==> src/rtl/fetch_buffer.sv <==
// rtl/fetch_buffer.sv - instruction fetch engine with prefetch FIFO feeding IF/ID
module fetch_buffer #(
    parameter int          DEPTH    = 4,
    parameter logic [31:0] RESET_PC = 32'h0000_0000,
    parameter logic [31:0] NOP_WORD = 32'h0000_0000
) (
    input  logic                       clk,
    input  logic                       rst,
    output logic                       imem_req,
    output logic [31:0]                imem_addr,
    input  logic                       imem_ack,
    input  logic [31:0]                imem_rdata,
    input  logic                       stall,
    input  logic                       redirect,
    input  logic [31:0]                redirect_pc,
    output logic                       inst_valid,
    output logic [31:0]                inst,
    output logic [31:0]                inst_pc,
    output logic [$clog2(DEPTH):0]     count
);
    localparam int              AW      = $clog2(DEPTH);
    localparam logic [AW:0]     DEPTH_C = DEPTH[AW:0];

    typedef enum logic [1:0] {IDLE, REQ, DROP} state_t;

    state_t          state, state_nxt;
    logic [31:0]     fetch_pc, fetch_pc_nxt;
    logic [31:0]     addr_nxt;
    logic            req_nxt;
    logic [31:0]     target_pc;

    logic [31:0]     fifo_inst [DEPTH];
    logic [31:0]     fifo_pc   [DEPTH];
    logic [AW-1:0]   rd_ptr, wr_ptr;
    logic [AW:0]     cnt, cnt_nxt, cnt_if_ack;
    logic            push, pop, flush;

    assign target_pc  = redirect_pc & ~32'h3;
    assign inst_valid = (cnt != '0);
    assign pop        = inst_valid && !stall && !redirect;
    // Occupancy the FIFO would have if this cycle's ack is pushed; decides whether to keep streaming.
    assign cnt_if_ack = cnt + (AW+1)'(1) - (AW+1)'(pop);
    assign cnt_nxt    = cnt + (AW+1)'(push) - (AW+1)'(pop);

    assign inst    = inst_valid ? fifo_inst[rd_ptr] : NOP_WORD;
    assign inst_pc = inst_valid ? fifo_pc[rd_ptr]   : 32'h0;
    assign count   = cnt;

    always_comb begin
        state_nxt    = state;
        req_nxt      = imem_req;
        addr_nxt     = imem_addr;
        fetch_pc_nxt = fetch_pc;
        push         = 1'b0;
        flush        = 1'b0;
        case (state)
            IDLE: begin
                if (redirect) begin
                    flush        = 1'b1;
                    fetch_pc_nxt = target_pc;
                end else if (cnt != DEPTH_C) begin
                    state_nxt = REQ;
                    req_nxt   = 1'b1;
                    addr_nxt  = fetch_pc;
                end
            end
            REQ: begin
                if (redirect) begin
                    flush        = 1'b1;
                    fetch_pc_nxt = target_pc;
                    if (imem_ack) begin
                        state_nxt = IDLE;
                        req_nxt   = 1'b0;
                    end else begin
                        state_nxt = DROP;
                    end
                end else if (imem_ack) begin
                    push         = 1'b1;
                    fetch_pc_nxt = imem_addr + 32'd4;
                    if (cnt_if_ack < DEPTH_C) begin
                        addr_nxt = imem_addr + 32'd4;
                    end else begin
                        req_nxt   = 1'b0;
                        state_nxt = IDLE;
                    end
                end
            end
            DROP: begin
                // The wrong-path request must still complete; only its data is thrown away.
                if (redirect) fetch_pc_nxt = target_pc;
                if (imem_ack) begin
                    req_nxt   = 1'b0;
                    state_nxt = IDLE;
                end
            end
            default: begin
                state_nxt = IDLE;
                req_nxt   = 1'b0;
            end
        endcase
    end

    always_ff @(posedge clk or negedge rst) begin
        if (!rst) begin
            state     <= IDLE;
            imem_req  <= 1'b0;
            imem_addr <= RESET_PC;
            fetch_pc  <= RESET_PC;
            rd_ptr    <= '0;
            wr_ptr    <= '0;
            cnt       <= '0;
        end else begin
            state     <= state_nxt;
            imem_req  <= req_nxt;
            imem_addr <= addr_nxt;
            fetch_pc  <= fetch_pc_nxt;
            if (flush) begin
                rd_ptr <= '0;
                wr_ptr <= '0;
                cnt    <= '0;
            end else begin
                if (push) wr_ptr <= wr_ptr + AW'(1);
                if (pop)  rd_ptr <= rd_ptr + AW'(1);
                cnt <= cnt_nxt;
            end
        end
    end

    always_ff @(posedge clk) begin
        if (push && !flush) begin
            fifo_inst[wr_ptr] <= imem_rdata;
            fifo_pc[wr_ptr]   <= imem_addr;
        end
    end
endmodule
==> config.mk <==
export PLATFORM = sky130hd
export DESIGN_NAME = fetch_buffer
export DESIGN_NICKNAME = d
export VERILOG_FILES = /design/src/rtl/fetch_buffer.sv
export SDC_FILE = /design/constraint.sdc
export NUM_CORES = 1
export LEC_CHECK = 0
export BUFFER_PORTS_ARGS = -buffer_cell sky130_fd_sc_hd__buf_2
export CORE_MARGIN = 1
export CORE_UTILIZATION = 55
export CTS_CLUSTER_DIAMETER = 30
export DETAILED_ROUTE_END_ITERATION = 8
export PLACE_DENSITY = 0.75
export SETUP_SLACK_MARGIN = 0.5
export SLEW_MARGIN = 30
export SYNTH_ARGS = -nofsm -noshare
export SYNTH_HDL_FRONTEND = slang
export SYNTH_SLANG_ARGS = --single-unit
==> constraint.sdc <==
create_clock -name clk -period 3.6 [get_ports clk]
set_input_delay 0.36 -clock clk [delete_from_list [all_inputs] [get_ports clk]]
set_output_delay 0.36 -clock clk [all_outputs]
set_load 0.02 [all_outputs]
==> results of run 1 <==
## state kept, by name, indices dropped and copies added (netlist names)
name,flops
imem_req,1
wr_ptr,2
fetch_pc,32
imem_addr,32
count,3
fifo_pc,128
rd_ptr,2
state,2
fifo_inst,128
## cell usage in the layout (no fill, tap or decap), types with 6 or more instances in the layout
cell type and count:
inv_1 7, clkbuf_1 10, clkinvlp_4 7, xor2_1 17, mux2i_1 7, buf_4 14, a32oi_1 18, o22ai_1 13
clkbuf_16 59, bufinv_16 7, buf_12 7, a21oi_2 7, nand4_1 12, dfrtp_1 72, nor2_1 35, mux4_2 64
and3_1 9, o21ai_0 49, a21oi_1 25, xnor2_1 15, and2_1 65, edfxtp_1 256, nor3_1 6, nand2_1 43
ha_1 7, nand3_1 15, buf_2 167, clkinv_2 13
## worst max-delay path, delay by kind of cell, from the launching register on
kind | cells | cell delay, ps
buffers and inverters | 3 | 820
flip-flops | 1 | 480
AND/OR/NAND/NOR | 2 | 730
## cell usage after synthesis (all sizes together), types with 5 or more instances
cell / instances
nand4: 12
a21o: 5
a211oi: 5
dfrtp: 74
ha: 7
o22ai: 13
mux2i: 7
and3: 9
a2bb2oi: 7
a21oi: 32
inv: 9
xor2: 17
o21ai: 52
nor2b: 5
a32oi: 18
nand2: 44
buf: 26
mux4: 64
edfxtp: 256
clkbuf: 31
nand3: 16
nor2: 37
and4: 5
nor3: 8
xnor2: 16
and2: 70
## stage by stage
stage,instance area [µm²],utilization (%),worst slack [ps],instances,power (mW)
4_1_cts,17270,68.79,509.1,1452,15.12
3_5_place_dp,15310,60.96,850.0,1343,9.726
5_1_grt,17280,68.82,473.1,1452,15.71
2_1_floorplan,14010,-,754.7,880,8.322
3_3_place_gp,15240,60.68,924.2,1340,9.599
6_report,17280,68.83,633.8,1453,15.01
## layout make-up
type,instances,area [µm²],area share (%)
flip-flops and latches,330,9547,55.24
inverters,9,36.28,0.2100
clock buffers,73,1569,9.079
clock inverters,35,387.9,2.244
diodes,1,2.502,0.01448
multi-input cells,484,4197,24.28
repair buffers,191,1130,6.538
well taps,330,412.9,2.389
## repair_timing
action                                 4_1_cts  5_1_grt
endpoints found under the hold margin       35        0
setup endpoints to repair                    0       21
hold buffers                                 1        0
gates resized for setup                      0        3
## kinds of logic after synthesis
kind of cell / share of synthesized area, %
DFF: 68.09
and+or+nand+nor: 8.306
AOI/OAI and AO/OA: 7.672
muxes: 10.95
buffers and inverters: 2.099
xor gates and xnor gates: 2.117
adders and majority gates: 0.7680
## report_power, final
group          leakage (nW)  internal (mW)  total (mW)  switching [mW]
sequential             3.21           4.81        5.56           0.743
clock                 0.948           3.57        5.35            1.77
combinational          2.21           1.68        4.10            2.42
total                  6.36           10.1        15.0            4.94
## per-layer routing
| metal | track usage [%] | up-vias | share of wire [%] |
|---|---|---|---|
| met5 | 0 | - | 0 |
| met4 | 8.405 | 0 | 1.9 |
| met3 | 4.622 | 46 | 8.1 |
| met2 | 38.75 | 383 | 48 |
| met1 | 34.57 | 4309 | 41 |
| li1 | - | 3821 | - |
## worst max-delay path by stage
stage               cells after the start                         to  slack (ps)                  from
floorplan                               5  fifo_inst[0][0]$_DFFE_PP_         750  state[0]$_DFFE_PN0P_
global placement                       12         count[2]$_DFF_PN0_         920  state[0]$_DFFE_PN0P_
detailed placement                     12         count[2]$_DFF_PN0_         850  state[0]$_DFFE_PN0P_
CTS                                     5                   inst[18]         510    count[2]$_DFF_PN0_
global route                            5                   inst[18]         470    count[2]$_DFF_PN0_
finish                                  5                   inst[18]         630    count[2]$_DFF_PN0_
==> impl_metrics.yaml, run 1 <==
run_status:
  status: "completed"
worst_setup_path:
  slowest_stage: "nor3_1"
  worstSetupPathType: "reg2out"
  cp_slowest_stage_delay_ps: 570
  crit_fanout: 48
  worstPathArrival_ps: 2610
  reg2reg_depth: 12
  cp-start-kind: "flip-flop"
  r2r_start: "state[0]$_DFFE_PN0P_"
  required_ps: 3240
  regToRegEndpoint: "count[2]$_DFF_PN0_"
  rrSetupSlack_ps: 820
  worst_setup_path_end_kind: "output port"
  cp_cell_sequence: "nor3_1 > inv_4 > buf_4 > and2_1 > buf_2"
timing:
  period_share_pct: 82.40
  holdWs_ps: 23.24
  finalHoldViolCount: 0
  finalCriticalPeriod_ps: 2966
  fin_skew_ps: 16.57
  relSlewSlack_pct: 52.36
  fin_setup_tns_ps: 0
  slew_viol_final: 0
  tightestPinTransition_ps: 712.7
  max_freq_ghz: 0.3371
  rsz0062_at_grt: "false"
  setup_viol: 0
clock_network:
  tritoncts: "built"
  post-cts-setup-buffer-count: 0
  cts_buffer_depth: 3
  clkSinkCount: 330
  cts.clk_slew.worst_paths_ps: 50
  clockRootBuffer: "clkbuf_16"
  clk_latency_ps: 550
  numCtsBuffers: 57
  h-tree-depth: 2
layout:
  final_layout_size_suffix_gt1_share_pct: 34.40
  n_fill_cell: 1726
  area_growth_pct: 23.35
  nNetsFinal: 1150
power_and_ir_drop:
  p_per_area_mw_per_mm2: 868.4
  max-vdd-ir-drop_v: 0.0004956
  p_leak_nw: 6.364
detailed_routing:
  drcViolationCount: 0
  drtAntennaViolNets: 0
  wirelength_um: 30770
  vias: 8559
  drt-wirelength-per-cell_um: 21.18
  dr.pass1.iters: 5
  drt_iter0_markers: 784
  avgViaCountPerCell: 5.891
min_path:
  min-delay-start: "imem_rdata[25]"
  min_to: "fifo_inst[2][25]$_DFFE_PP_"
  min_path_type: "in2reg"
  hold_depth: 1
placed_design:
  io_buffers: 167
  place.gp.congestion: 0.8320
  dp_hpwl_um: 18650
die:
  dieArea_mm2: 0.02611
  core_mm2: 0.02511
  rows: 58
  fp.dieH_um: 161.6
  die_w_um: 161.6
  ioPinCount: 170
  initial_core_util_pct: 55.80
yosys:
  ys_ff_latch: 330
  synth_area_leader_cell: "edfxtp_1"
  synth-edff-count: 256
  yosys_warnings: 0
  netlist.area_leader.share_pct: 54.87
  synthCells: 880
  synthArstFlopShare_pct: 22.42
  synth_flop_cell: "edfxtp_1"
  synthTopCellsByArea: "edfxtp_1 (55%), dfrtp_1 (13%), mux4_2 (10%), and2_1 (3.1%), o21ai_0 (1.8%)"
  yosysSeqAreaShare_pct: 68.09
  ys_types: 65
  syn_area_per_cell_um2: 15.92
  synth_area_mm2: 0.01401
  synthesis.nets: 957
global_route:
  grt_max_degree: 49
  grt.overflow.total: 0
  grtUsageTotal_pct: 24.53
  grt_pass1_wl_um: 48560
  antenna_found_initial: 0
  grt_pass1_vias: 8693
job:
  cap_violations: 0
No activity file was read; power rests on OpenSTA's default activity.
==> inputs of run 2 (changes only) <==
--- a/config.mk
+++ b/config.mk
@@ -5,6 +5,7 @@
 export SDC_FILE = /design/constraint.sdc
 export NUM_CORES = 1
 export LEC_CHECK = 0
+export ABC_AREA = 1
 export BUFFER_PORTS_ARGS = -buffer_cell sky130_fd_sc_hd__buf_2
 export CORE_MARGIN = 1
 export CORE_UTILIZATION = 55
==> constraint.sdc (replaced) <==
create_clock -name clk -period 2.8 [get_ports clk]
set_input_delay 0.28 -clock clk [delete_from_list [all_inputs] [get_ports clk]]
set_output_delay 0.28 -clock clk [all_outputs]
set_load 0.02 [all_outputs]
==> run 2 against run 1 <==
Against the previous run:
- first-iteration DRC count increased by 28%
- wire length grew 26%
- clock-buffer cell count is 13 lower
- sequential power rose by 28%
- highest routed layer unchanged
- critical path type unchanged
- power up 56%
- critical path depth rose by 3
- via count up 33%
- worst setup slack worse by 310 ps
- sequential cell count unchanged
==> impl_metrics.yaml, run 2 <==
run_status:
  status: "completed"
yosys:
  ys_types: 32
  synthArstFlopShare_pct: 22.42
  syn_area_per_cell_um2: 10.12
  yosys-top-cells-count: "nor2_1 (382), edfxtp_1 (256), nand2_1 (209)"
  synth.most_common_cell: "nor2_1"
  yosysSeqAreaShare_pct: 66.63
  synthCells: 1414
  yosys_warnings: 0
  synth_area_mm2: 0.01432
  synthesis.nets: 1491
  ys_ff_latch: 330
  netlist.area_leader.share_pct: 53.70
  synth_area_leader_cell: "edfxtp_1"
  synth_flop_cell: "edfxtp_1"
  synth-edff-count: 256
  synthTopCellsByArea: "edfxtp_1 (54%), dfrtp_1 (13%), nor2_1 (10%), o21ai_0 (5.6%), nand2_1 (5.5%)"
worst_setup_path:
  critical_path.endpoint: "inst_pc[20]"
  cp-start-kind: "flip-flop"
  worstPathArrival_ps: 2190
  rrSetupSlack_ps: 500
  regToRegEndpoint: "fifo_pc[0][10]$_DFFE_PP_"
  r2r_start: "state[0]$_DFFE_PN0P_"
  worst_setup_path_end_kind: "output port"
  worstSetupPathType: "reg2out"
  crit_path_start: "rd_ptr[0]$_DFFE_PN0P_"
  crit_fanout: 8
  reg2reg_depth: 7
  required_ps: 2520
clock_network:
  cts_buffer_depth: 3
  clk_latency_ps: 560
  h-tree-depth: 2
  numCtsBuffers: 57
  cts.clk_slew.worst_paths_ps: 50
  clockRootBuffer: "clkbuf_16"
  clkSinkCount: 330
  tritoncts: "built"
die:
  fp.dieH_um: 163.3
  rows: 58
  die_w_um: 163.3
  dieArea_mm2: 0.02668
  ioPinCount: 170
  core_mm2: 0.02533
  initial_core_util_pct: 56.53
timing:
  rsz0062_at_grt: "true"
  tightestPinTransition_ps: 621.8
  max_freq_ghz: 0.4043
  finalCriticalPeriod_ps: 2473
  slew_viol_final: 0
  fin_skew_ps: 14.28
  finalHoldViolCount: 0
  period_share_pct: 88.33
  setup_viol: 0
  holdWs_ps: 19.06
  relSlewSlack_pct: 58.48
  fin_ws_ps: 326.9
power_and_ir_drop:
  p_leak_nw: 7.490
  max-vdd-ir-drop_v: 0.0009837
  p_per_area_mw_per_mm2: 1236
placed_design:
  place.gp.congestion: 0.8712
  dp_cells: 1869
  dp_hpwl_um: 20200
  io_buffers: 167
  placed_cell_area_mm2: 0.01562
  post-place-ws_ps: 454.6
global_route:
  grt_pass1_vias: 10640
  antenna_found_initial: 0
  grt_pass1_wl_um: 55430
  grtUsageTotal_pct: 27.16
  grt.overflow.total: 0
  grt_max_degree: 67
layout:
  stdcell_count: 2042
  final_common_cell: "nor2_1"
  area_growth_pct: 32.49
  final_area_mm2: 0.01897
  nNetsFinal: 1741
  mostFrequentLayoutCells: "nor2_1 (342), edfxtp_1 (256), nand2_1 (209), buf_2 (118), o21ai_0 (117)"
  top_regs: "fifo_inst x128, fifo_pc x128"
  final_layout_size_suffix_gt1_share_pct: 22.96
  diodes: 0
detailed_routing:
  vias: 11410
  wirelength_um: 38830
  drt_iter0_markers: 1006
  drcViolationCount: 0
  drtAntennaViolNets: 0
  drt-wirelength-per-cell_um: 19.02
  dr.pass1.iters: 5
  avgViaCountPerCell: 5.588
min_path:
  min_path_type: "in2reg"
job:
  cap_violations: 0
[run 2: area by class of cell]
type,instances,area (µm²)
sequential,330,9545
fill,1631,6359
multi-input combinational,958,4529
timing repair buffer,260,2243
clock buffer,60,1459
clock inverter,47,524.3
tap,330,412.9
inverter,56,245.2
timing repair inverter,1,8.758
[run 2: logic make-up after synthesis]
logic type	after synthesis	synth area share, %
AO/OA/AOI/OAI	303	10.88
adder cells (fa/ha/maj)	8	0.7516
AND/OR/NAND/NOR	636	17.42
flip-flops	330	66.63
buffers and inverters	126	3.644
XOR/XNOR	11	0.6729
[run 2: worst max-delay path, stage by stage (launching register included)]
cell and delay, ps:
dfrtp_4 410, buf_12 170, buf_12 150, clkbuf_16 200, nor2_1 70, nor2_1 120
o21ai_0 130, a21oi_1 180, buf_4 190
[run 2: report_power, final]
part	internal, mW	total, mW	switching [mW]
Clock	4.56	7.02	2.46
Combinational	3.46	9.32	5.86
Sequential	6.22	7.11	0.890
[run 2: what timing repair did]
item | 4_1_cts | 5_1_grt
setup buffers | 5 | 11
resized for setup | 53 | 139
pin swaps | 13 | 46
cloned | 6 | 9
hold buffers | 35 | 0
endpoints found under the hold margin | 146 | 0
endpoints found under the setup margin | 64 | 66
[run 2: worst min path at each step]
| stage | start | endpoint | slack, ps | depth (start not counted) |
|---|---|---|---|---|
| 2_1_floorplan | rst | count[0]$_DFF_PN0_ | -20 | 0 |
| 3_3_place_gp | rst | imem_addr[19]$_DFFE_PN0P_ | 260 | 1 |
| 3_5_place_dp | rst | imem_addr[19]$_DFFE_PN0P_ | 270 | 1 |
| 4_1_cts | redirect_pc[23] | fetch_pc[23]$_DFFE_PN0P_ | 5 | 3 |
| 5_1_grt | redirect_pc[20] | fetch_pc[20]$_DFFE_PN0P_ | 10 | 3 |
| 6_report | redirect_pc[18] | fetch_pc[18]$_DFFE_PN0P_ | 20 | 3 |
[run 2: per-layer routing]
metal	track usage, %	routed length [µm]	up-vias
met4	8.369	976	0
met5	0	0	-
li1	-	-	5339
met2	46.59	19520	514
met1	34.94	15310	5482
met3	5.104	3027	75
[run 2: stage by stage]
stage / power, mW / util, % / TNS (ps)
6_report: 23.45 / 74.89 / 0
5_1_grt: 24.54 / 74.89 / 0
4_1_cts: 22.36 / 72.35 / 0
3_5_place_dp: 14.49 / 61.69 / 0
3_3_place_gp: 14.33 / 61.69 / 0
2_1_floorplan: 11.87 / - / -48960
==> inputs of run 3 (changes only) <==
--- a/config.mk
+++ b/config.mk
@@ -12,6 +12,7 @@
 export CTS_CLUSTER_DIAMETER = 30
 export DETAILED_ROUTE_END_ITERATION = 8
 export PLACE_DENSITY = 0.75
+export REMOVE_ABC_BUFFERS = 1
 export SETUP_SLACK_MARGIN = 0.5
 export SLEW_MARGIN = 30
 export SYNTH_ARGS = -nofsm -noshare
==> run 3 against run 2 <==
Against the previous run:
- critical endpoint is now inst[6]
- sequential power increased by 0.7%
- sequential cell count did not move
- non-clock buffer count down 3
- clock skew decreased by 5.4 ps
- cell count barely moved
- register-to-register slack improved by 90 ps
- core utilization increased by 0.42 points
- hold slack worse by 7.1 ps
- critical path depth is the same
- clock-buffer cell count up 15
==> impl_metrics.yaml, run 3 (synthesis results as in run 2) <==
clock_network:
  clkSinkCount: 330
  clk_latency_ps: 570
  cts_buffer_depth: 3
  h-tree-depth: 2
  tritoncts: "built"
  cts.clk_slew.worst_paths_ps: 50
  numCtsBuffers: 59
  clockRootBuffer: "clkbuf_16"
global_route:
  grt_pass1_wl_um: 57260
  grt_max_degree: 65
  grt_pass1_vias: 10770
  grt.overflow.total: 0
  antenna_found_initial: 0
  grtUsageTotal_pct: 28.21
worst_setup_path:
  crit_fanout: 8
  worstPathArrival_ps: 2130
  r2r_start: "state[0]$_DFFE_PN0P_"
  cp-start-kind: "flip-flop"
  required_ps: 2520
  worst_setup_path_end_kind: "output port"
  reg2reg_depth: 10
  worstSetupPathType: "reg2out"
  rrSetupSlack_ps: 590
  regToRegEndpoint: "count[2]$_DFF_PN0_"
layout:
  final_common_cell: "nor2_1"
  final_layout_size_suffix_gt1_share_pct: 22.87
  area_growth_pct: 33.24
  mostFrequentLayoutCells: "nor2_1 (337), edfxtp_1 (256), nand2_1 (209), buf_2 (126), o21ai_0 (121)"
  final_area_mm2: 0.01907
  nNetsFinal: 1740
  top_regs: "fifo_inst x128, fifo_pc x128"
  diodes: 0
  fin_util_pct: 75.31
detailed_routing:
  drcViolationCount: 0
  drtAntennaViolNets: 0
  vias: 11500
  avgViaCountPerCell: 5.627
  drt_iter0_markers: 1175
  drt-wirelength-per-cell_um: 19.10
  wirelength_um: 39040
  dr.pass1.iters: 6
placed_design:
  place.gp.congestion: 0.9241
  placed_cell_area_mm2: 0.01567
  dp_hpwl_um: 20770
  io_buffers: 167
timing:
  finalHoldViolCount: 0
  finalCriticalPeriod_ps: 2411
  rsz0062_at_grt: "true"
  fin_skew_ps: 8.919
  holdWs_ps: 11.96
  fin_setup_tns_ps: 0
  tightestPinTransition_ps: 700.7
  max_freq_ghz: 0.4148
  setup_viol: 0
  slew_viol_final: 0
  period_share_pct: 86.10
  relSlewSlack_pct: 53.22
min_path:
  hold_depth: 3
  min_path_type: "in2reg"
  min-delay-start: "redirect_pc[14]"
  min_to: "fetch_pc[14]$_DFFE_PN0P_"
power_and_ir_drop:
  total_power_mw: 23.76
  switching_share_pct: 38.13
  internal_power_mw: 14.70
  clkPwrFrac_pct: 32.0
  max-vdd-ir-drop_v: 0.0007354
  power_frac_comb_pct: 37.9
  seq_power_share_pct: 30.1
  p_per_area_mw_per_mm2: 1245
  p_leak_nw: 7.592
  p_sw_mw: 9.057
die:
  initial_core_util_pct: 56.53
  core_mm2: 0.02533
  die_w_um: 163.3
  rows: 58
  fp.dieH_um: 163.3
  ioPinCount: 170
  dieArea_mm2: 0.02668
run_status:
  status: "completed"
job:
  cap_violations: 0
[run 3: timing repair]
action,in CTS,in global routing
setup endpoints to repair,64,60
gates resized for setup,49,133
buffers inserted,9,3
hold buffers,34,0
pin swaps,3,48
gates cloned,6,9
endpoints found under the hold margin,148,0
[run 3: power by group through the flow]
| stage | sequential (mW) | combinational (mW) | clock [mW] |
|---|---|---|---|
| after detailed placement | 7.23 | 7.22 | 0 |
| after global routing | 7.26 | 9.70 | 7.85 |
| after floorplan | 7.37 | 4.22 | 0 |
| final | 7.16 | 9.00 | 7.59 |
| after global placement | 7.18 | 7.08 | 0 |
| after CTS | 7.12 | 8.14 | 7.61 |
[run 3: how the worst max path moves through the flow]
| stage | from | endpoint | slack, ps | depth (start not counted) |
|---|---|---|---|---|
| floorplan | rd_ptr[0]$_DFFE_PN0P_ | inst[0] | -1480 | 3 |
| global placement | redirect | count[2]$_DFF_PN0_ | 500 | 12 |
| detailed placement | redirect | count[2]$_DFF_PN0_ | 490 | 12 |
| CTS | rd_ptr[0]$_DFFE_PN0P_ | inst[17] | 450 | 5 |
| global route | rd_ptr[0]$_DFFE_PN0P_ | inst[24] | 310 | 8 |
| finish | rd_ptr[0]$_DFFE_PN0P_ | inst[6] | 390 | 8 |
[run 3: metrics by stage]
stage                     setup slack (ps)  cells
after floorplan                      -1484   1344
after detailed placement             485.1   1871
after global routing                 314.6   2044
after CTS                            452.1   2032
final                                389.3   2044
after global placement               501.8   1871
[run 3: area by class of cell]
| cell class | count | area (µm²) |
|---|---|---|
| sequential | 330 | 9548 |
| fill | 1574 | 6252 |
| multi-input combinational | 958 | 4499 |
| timing repair buffer | 257 | 2231 |
| clock buffer | 75 | 1640 |
| clock inverter | 37 | 508.0 |
| tap | 330 | 412.9 |
| inverter | 56 | 229.0 |
| timing repair inverter | 1 | 6.256 |
[run 3: metal layers]
layer / wire [µm] / vias to the layer above / part of all wire (%) / track usage, %
li1: - / 5353 / - / -
met1: 15290 / 5498 / 39 / 36.80
met2: 19450 / 584 / 50 / 47.53
met3: 3533 / 66 / 9.1 / 5.409
met4: 764 / 0 / 2.0 / 9.133
met5: 0 / - / 0 / 0
[run 3: critical path, stage by stage, from the launching register on]
cell	delay [ps]
dfrtp_4	510
buf_6	130
buf_12	140
clkbuf_16	170
nor2_1	50
nor2_1	110
o21ai_0	90
a21oi_1	170
buf_4	180
